[config.mk]
export PLATFORM = sky130hd
export DESIGN_NAME = contador_nbits_flat
export DESIGN_NICKNAME = d
export VERILOG_FILES = /design/src/rtl/contador_nbits_if.sv /design/src/rtl/contador_nbits.sv /design/src/flat_wrapper.sv
export SDC_FILE = /design/constraint.sdc
export NUM_CORES = 1
export LEC_CHECK = 0
export ABC_CLOCK_PERIOD_IN_PS = 1750
export BUFFER_PORTS_ARGS = -buffer_cell sky130_fd_sc_hd__buf_4
export CORE_AREA = 2 2 39 41
export DETAILED_ROUTE_END_ITERATION = 8
export DIE_AREA = 0 0 41 43
export PLACE_DENSITY = 0.78
export SLEW_MARGIN = 30
export SYNTH_ARGS = -nofsm -noshare
export SYNTH_HDL_FRONTEND = slang
export SYNTH_SLANG_ARGS = --single-unit
[constraint.sdc]
create_clock -name clk -period 1.75 [get_ports clk]
set_input_delay 0.0875 -clock clk [delete_from_list [all_inputs] [get_ports clk]]
set_output_delay 0.0875 -clock clk [all_outputs]
set_load 0.02 [all_outputs]
[src/rtl/contador_nbits_if.sv]
// Control/data bundle for the parametrised mode counter.
// The master side drives enable, mode and load data. The slave side (the
// counter) returns the registered count and the wrap pulse.
interface contador_nbits_if #(
    parameter int WIDTH = 4
);
    logic             enb;
    logic [2:0]       modo;
    logic [WIDTH-1:0] d;
    logic [WIDTH-1:0] q;
    logic             rco;

    modport master (
        output enb,
        output modo,
        output d,
        input  q,
        input  rco
    );

    modport slave (
        input  enb,
        input  modo,
        input  d,
        output q,
        output rco
    );
endinterface

[src/rtl/contador_nbits.sv]
// WIDTH-bit mode counter with clock enable, parallel load, clear, hold and
// step counting. The rco output is a registered one-cycle pulse that marks a
// wrap on the transition that just happened, so it can feed the enable of a
// cascaded stage directly. All arithmetic is modulo 2^WIDTH.
module contador_nbits #(
    parameter int WIDTH = 4,
    parameter int STEP  = 3
) (
    input  logic             clk,
    input  logic             rst,
    contador_nbits_if.slave  bus
);

    typedef enum logic [2:0] {
        MODE_UP1    = 3'b000,
        MODE_DN1    = 3'b001,
        MODE_DNSTEP = 3'b010,
        MODE_LOAD   = 3'b011,
        MODE_UPSTEP = 3'b100,
        MODE_HOLD   = 3'b101,
        MODE_CLEAR  = 3'b110,
        MODE_RSVD   = 3'b111
    } mode_t;

    // Operands are widened by one bit so carry/borrow fall out of the extra
    // MSB without any truncation before the decision is made.
    localparam logic [WIDTH:0] ONE_EXT  = (WIDTH+1)'(1);
    localparam logic [WIDTH:0] STEP_EXT = (WIDTH+1)'(STEP);

    logic [WIDTH-1:0] q_reg;
    logic [WIDTH-1:0] q_next;
    logic             rco_reg;
    logic             rco_next;

    logic [WIDTH:0]   q_ext;
    logic [WIDTH:0]   sum_up1;
    logic [WIDTH:0]   dif_dn1;
    logic [WIDTH:0]   sum_upstep;
    logic [WIDTH:0]   dif_dnstep;
    mode_t            mode;

    assign q_ext      = {1'b0, q_reg};
    assign sum_up1    = q_ext + ONE_EXT;
    assign dif_dn1    = q_ext - ONE_EXT;
    assign sum_upstep = q_ext + STEP_EXT;
    assign dif_dnstep = q_ext - STEP_EXT;
    assign mode       = mode_t'(bus.modo);

    // Next-state selection; disabled edges and non-counting modes hold or
    // clear the count and always drop rco, so the pulse never lingers.
    always_comb begin
        q_next   = q_reg;
        rco_next = 1'b0;
        if (bus.enb) begin
            case (mode)
                MODE_UP1: begin
                    q_next   = sum_up1[WIDTH-1:0];
                    rco_next = sum_up1[WIDTH];
                end
                MODE_DN1: begin
                    q_next   = dif_dn1[WIDTH-1:0];
                    rco_next = dif_dn1[WIDTH];
                end
                MODE_DNSTEP: begin
                    q_next   = dif_dnstep[WIDTH-1:0];
                    rco_next = dif_dnstep[WIDTH];
                end
                MODE_LOAD: begin
                    q_next   = bus.d;
                end
                MODE_UPSTEP: begin
                    q_next   = sum_upstep[WIDTH-1:0];
                    rco_next = sum_upstep[WIDTH];
                end
                MODE_CLEAR: begin
                    q_next   = '0;
                end
                default: begin
                    // Hold and the reserved code both keep the count.
                    q_next   = q_reg;
                end
            endcase
        end
    end

    // State register; reset is asynchronous and overrides any pending update.
    always_ff @(posedge clk or posedge rst) begin
        if (rst) begin
            q_reg   <= '0;
            rco_reg <= 1'b0;
        end else begin
            q_reg   <= q_next;
            rco_reg <= rco_next;
        end
    end

    assign bus.q   = q_reg;
    assign bus.rco = rco_reg;

endmodule

[src/flat_wrapper.sv]
// flat-port wrapper written by rule: the top's interface ports become plain ports
module contador_nbits_flat 
#(
    parameter int WIDTH = 4,
    parameter int STEP  = 3
)
  (clk, rst, bus_enb, bus_modo, bus_d, bus_q, bus_rco);
  contador_nbits_if #(.WIDTH(WIDTH)) bus_i ();
  input  logic clk;
  input  logic rst;
  input wire logic [$bits(bus_i.enb)-1:0] bus_enb;
  input wire logic [$bits(bus_i.modo)-1:0] bus_modo;
  input wire logic [$bits(bus_i.d)-1:0] bus_d;
  output wire logic [$bits(bus_i.q)-1:0] bus_q;
  output wire logic [$bits(bus_i.rco)-1:0] bus_rco;
  assign bus_i.enb = bus_enb;
  assign bus_i.modo = bus_modo;
  assign bus_i.d = bus_d;
  assign bus_q = bus_i.q;
  assign bus_rco = bus_i.rco;
  contador_nbits #(.WIDTH(WIDTH), .STEP(STEP)) u_core (.clk(clk), .rst(rst), .bus(bus_i));
endmodule
==> flow_summary.json <==
{
  "initial_core_util": 0.410,
  "hp-class": "input pin to register",
  "ctsHtreeMaxLevel": 1,
  "ys_seq_area_frac": 0.220,
  "grt.overflow.total": 0,
  "fmax_mhz": 624,
  "p_per_area_mw_per_mm2": 893,
  "cp_max_fo": 9,
  "cts_sinks": 5,
  "critPathArrivalTime_ns": 1.72,
  "yosysMostFrequentCell": "o21ai_0",
  "io_pins": 15,
  "core_area_mm2": 0.00138,
  "largest_reg_flops": 4,
  "switching_share": 0.405,
  "tightest_slew_ns": 0.299,
  "finClkSkew_ns": 0.00291,
  "firstDrtPassIters": 4,
  "detailed_place_hpwl_um": 941,
  "cp-startpoint": "u_core.bus.q[0]$_DFFE_PP0P_",
  "r2r-start": "u_core.bus.q[0]$_DFFE_PP0P_",
  "hold_viol": 0,
  "pre_cts_slack_ns": 0.0822,
  "ir_drop_mv": 0.377,
  "clk_pin_slew_ns": 0.04,
  "p_leak_nw": 0.320,
  "wire_per_inst_um": 12.5,
  "die_w_um": 41,
  "syn_to_final_growth_pct": 22.9,
  "drt_wl_total_um": 1350,
  "seqPwrFrac": 0.300,
  "fin_crit_sh": 0.916,
  "final_max_slew_viol_count": 0,
  "cts_tree": "done",
  "endpoint": "u_core.bus.rco$_DFF_PP0_",
  "ys_seq_elements": 5,
  "whs_path_depth": 2,
  "path_class": "register to register",
  "port_buffers": 14,
  "grt_pass1_wl_um": 2110,
  "grt_start_max_net_pins": 18,
  "cp_data_required_time_ns": 1.87,
  "fin_crit_ns": 1.60,
  "setup_slack_ns": 0.147,
  "grt_pass1_vias": 475,
  "cts_root_buf": "clkbuf_4",
  "synth.distinct_cells": 35,
  "r2r.worst_path.cells": 6,
  "critPathCaptureType": "register",
  "ant_nets": 0,
  "rsz0062_at_grt": "no",
  "cts_buffers": 3,
  "setup_violations": 0,
  "vias": 622,
  "p_comb_frac": 0.486,
  "drc": 0,
  "clk-insertion-delay-late_ns": 0.24,
  "drive_above_1_share": 0.207,
  "final_nets": 105,
  "synthCells": 78,
  "synth_top_area_cell": "dfrtp_1",
  "tns_ns": 0,
  "die_area_mm2": 0.00176,
  "slew_headroom": 0.799,
  "antenna_found_initial": 0,
  "drt-initial-drc-count": 21,
  "grt_use_total": 0.172,
  "postCtsSetupBuffers": 0,
  "synthTopCellsByArea": "dfrtp_1 22%, o21ai_0 7.9%, a21oi_1 5.3%, nor2_1 4.6%, ha_1 4.4%",
  "synthArstFlopShare": 1.00,
  "p_switching_mw": 0.252,
  "num_rows": 14,
  "fin_util": 0.505,
  "startpoint_type": "register",
  "p_int_mw": 0.371,
  "ys.flop_type": "dfrtp_1",
  "place.gp.congestion": 0.789,
  "yosys.area.top_type_share": 0.220,
  "netlist_top_cells_count": "9 x o21ai_0, 7 x nor2_1, 6 x a21oi_1, 6 x inv_1, 6 x nand2_1",
  "clkPwrFrac": 0.214,
  "r2r-end": "u_core.bus.rco$_DFF_PP0_",
  "drv_cap": 0,
  "status": "completed",
  "clockBufferDepth": 2,
  "synth_warnings": 0,
  "syn-num-nets": 90,
  "vias_per_cell": 5.76,
  "synth.cell_area_um2": 568,
  "synth_edf_count": 0,
  "diodes": 0,
  "die_h_um": 43,
  "r2r_slack_ns": 0.15,
  "synth_area_per_cell_um2": 7.28
}
==> logic make-up after synthesis <==
family / count (synthesis) / share of synthesized area
buffers and inverters: 12 / 0.110
xor gates and xnor gates: 2 / 0.0308
and+or+nand+nor: 28 / 0.258
AOI/OAI and AO/OA: 28 / 0.319
DFF: 5 / 0.220
adders and majority gates: 2 / 0.0440
muxes: 1 / 0.0176
==> placed cells by master (no fill, tap or decap), types with 2 or more instances in the layout <==
cell type	synthesis	routed
a21boi_0	3	3
inv_1	6	6
dfrtp_1	5	4
nor3_1	2	2
and3b_1	2	2
nand2_1	6	6
clkbuf_4	0	3
buf_4	2	15
a21oi_1	6	6
nand2b_1	2	2
nand3_1	3	3
nor2_1	7	7
ha_1	2	2
o21ai_0	9	9
==> metrics by stage <==
stage	std cells	instance area [um^2]	power [mW]	hold WS [ns]
2_1_floorplan	78	568	0.399	-0.134
3_3_place_gp	103	661	0.482	-0.00364
3_5_place_dp	103	661	0.487	-0.000681
4_1_cts	108	697	0.628	0.0758
5_1_grt	108	698	0.679	0.0856
6_report	108	698	0.623	0.0963
==> power groups by stage <==
stage	Clock, mW	Combinational, mW	Sequential, mW
detailed placement	0	0.300	0.187
CTS	0.140	0.303	0.185
global route	0.148	0.337	0.194
finish	0.133	0.303	0.187
global placement	0	0.296	0.186
floorplan	0	0.202	0.197
==> cell type report <==
type | instances | area (um^2)
clock buffers | 4 | 26.3
fillers | 134 | 686
inverters | 6 | 22.5
multi-input cells | 61 | 380
flip-flops and latches | 5 | 126
well taps | 16 | 20.0
repair buffers | 16 | 123
==> critical path, stage by stage (launching register included) <==
cell	delay (ns)
dfrtp_2	0.44
inv_1	0.08
ha_1	0.26
and3b_1	0.17
o21ai_0	0.22
a2bb2oi_1	0.25
nor2_1	0.07
==> layer usage <==
layer  track usage  routed length, um
met5             0                  0
met2         0.238                599
met1         0.261                639
met3        0.0628                107
met4        0.0200                  0
==> worst min-delay path by stage <==
stage | startpoint | to | slack, ns
floorplan | rst | u_core.bus.q[0]$_DFFE_PP0P_ | -0.13
global placement | rst | u_core.bus.rco$_DFF_PP0_ | -0.004
detailed placement | rst | u_core.bus.q[3]$_DFFE_PP0P_ | -0.0007
CTS | bus_enb | u_core.bus.q[1]$_DFFE_PP0P_ | 0.08
global route | bus_enb | u_core.bus.q[1]$_DFFE_PP0P_ | 0.09
finish | bus_enb | u_core.bus.q[1]$_DFFE_PP0P_ | 0.1
==> what timing repair did <==
item                       CTS  global route
setup endpoints to repair    0             2
hold buffers                 1             0
gates resized for setup      0             1
hold endpoints to repair     5             0
Note: power is estimated with default switching activity, not from simulation.
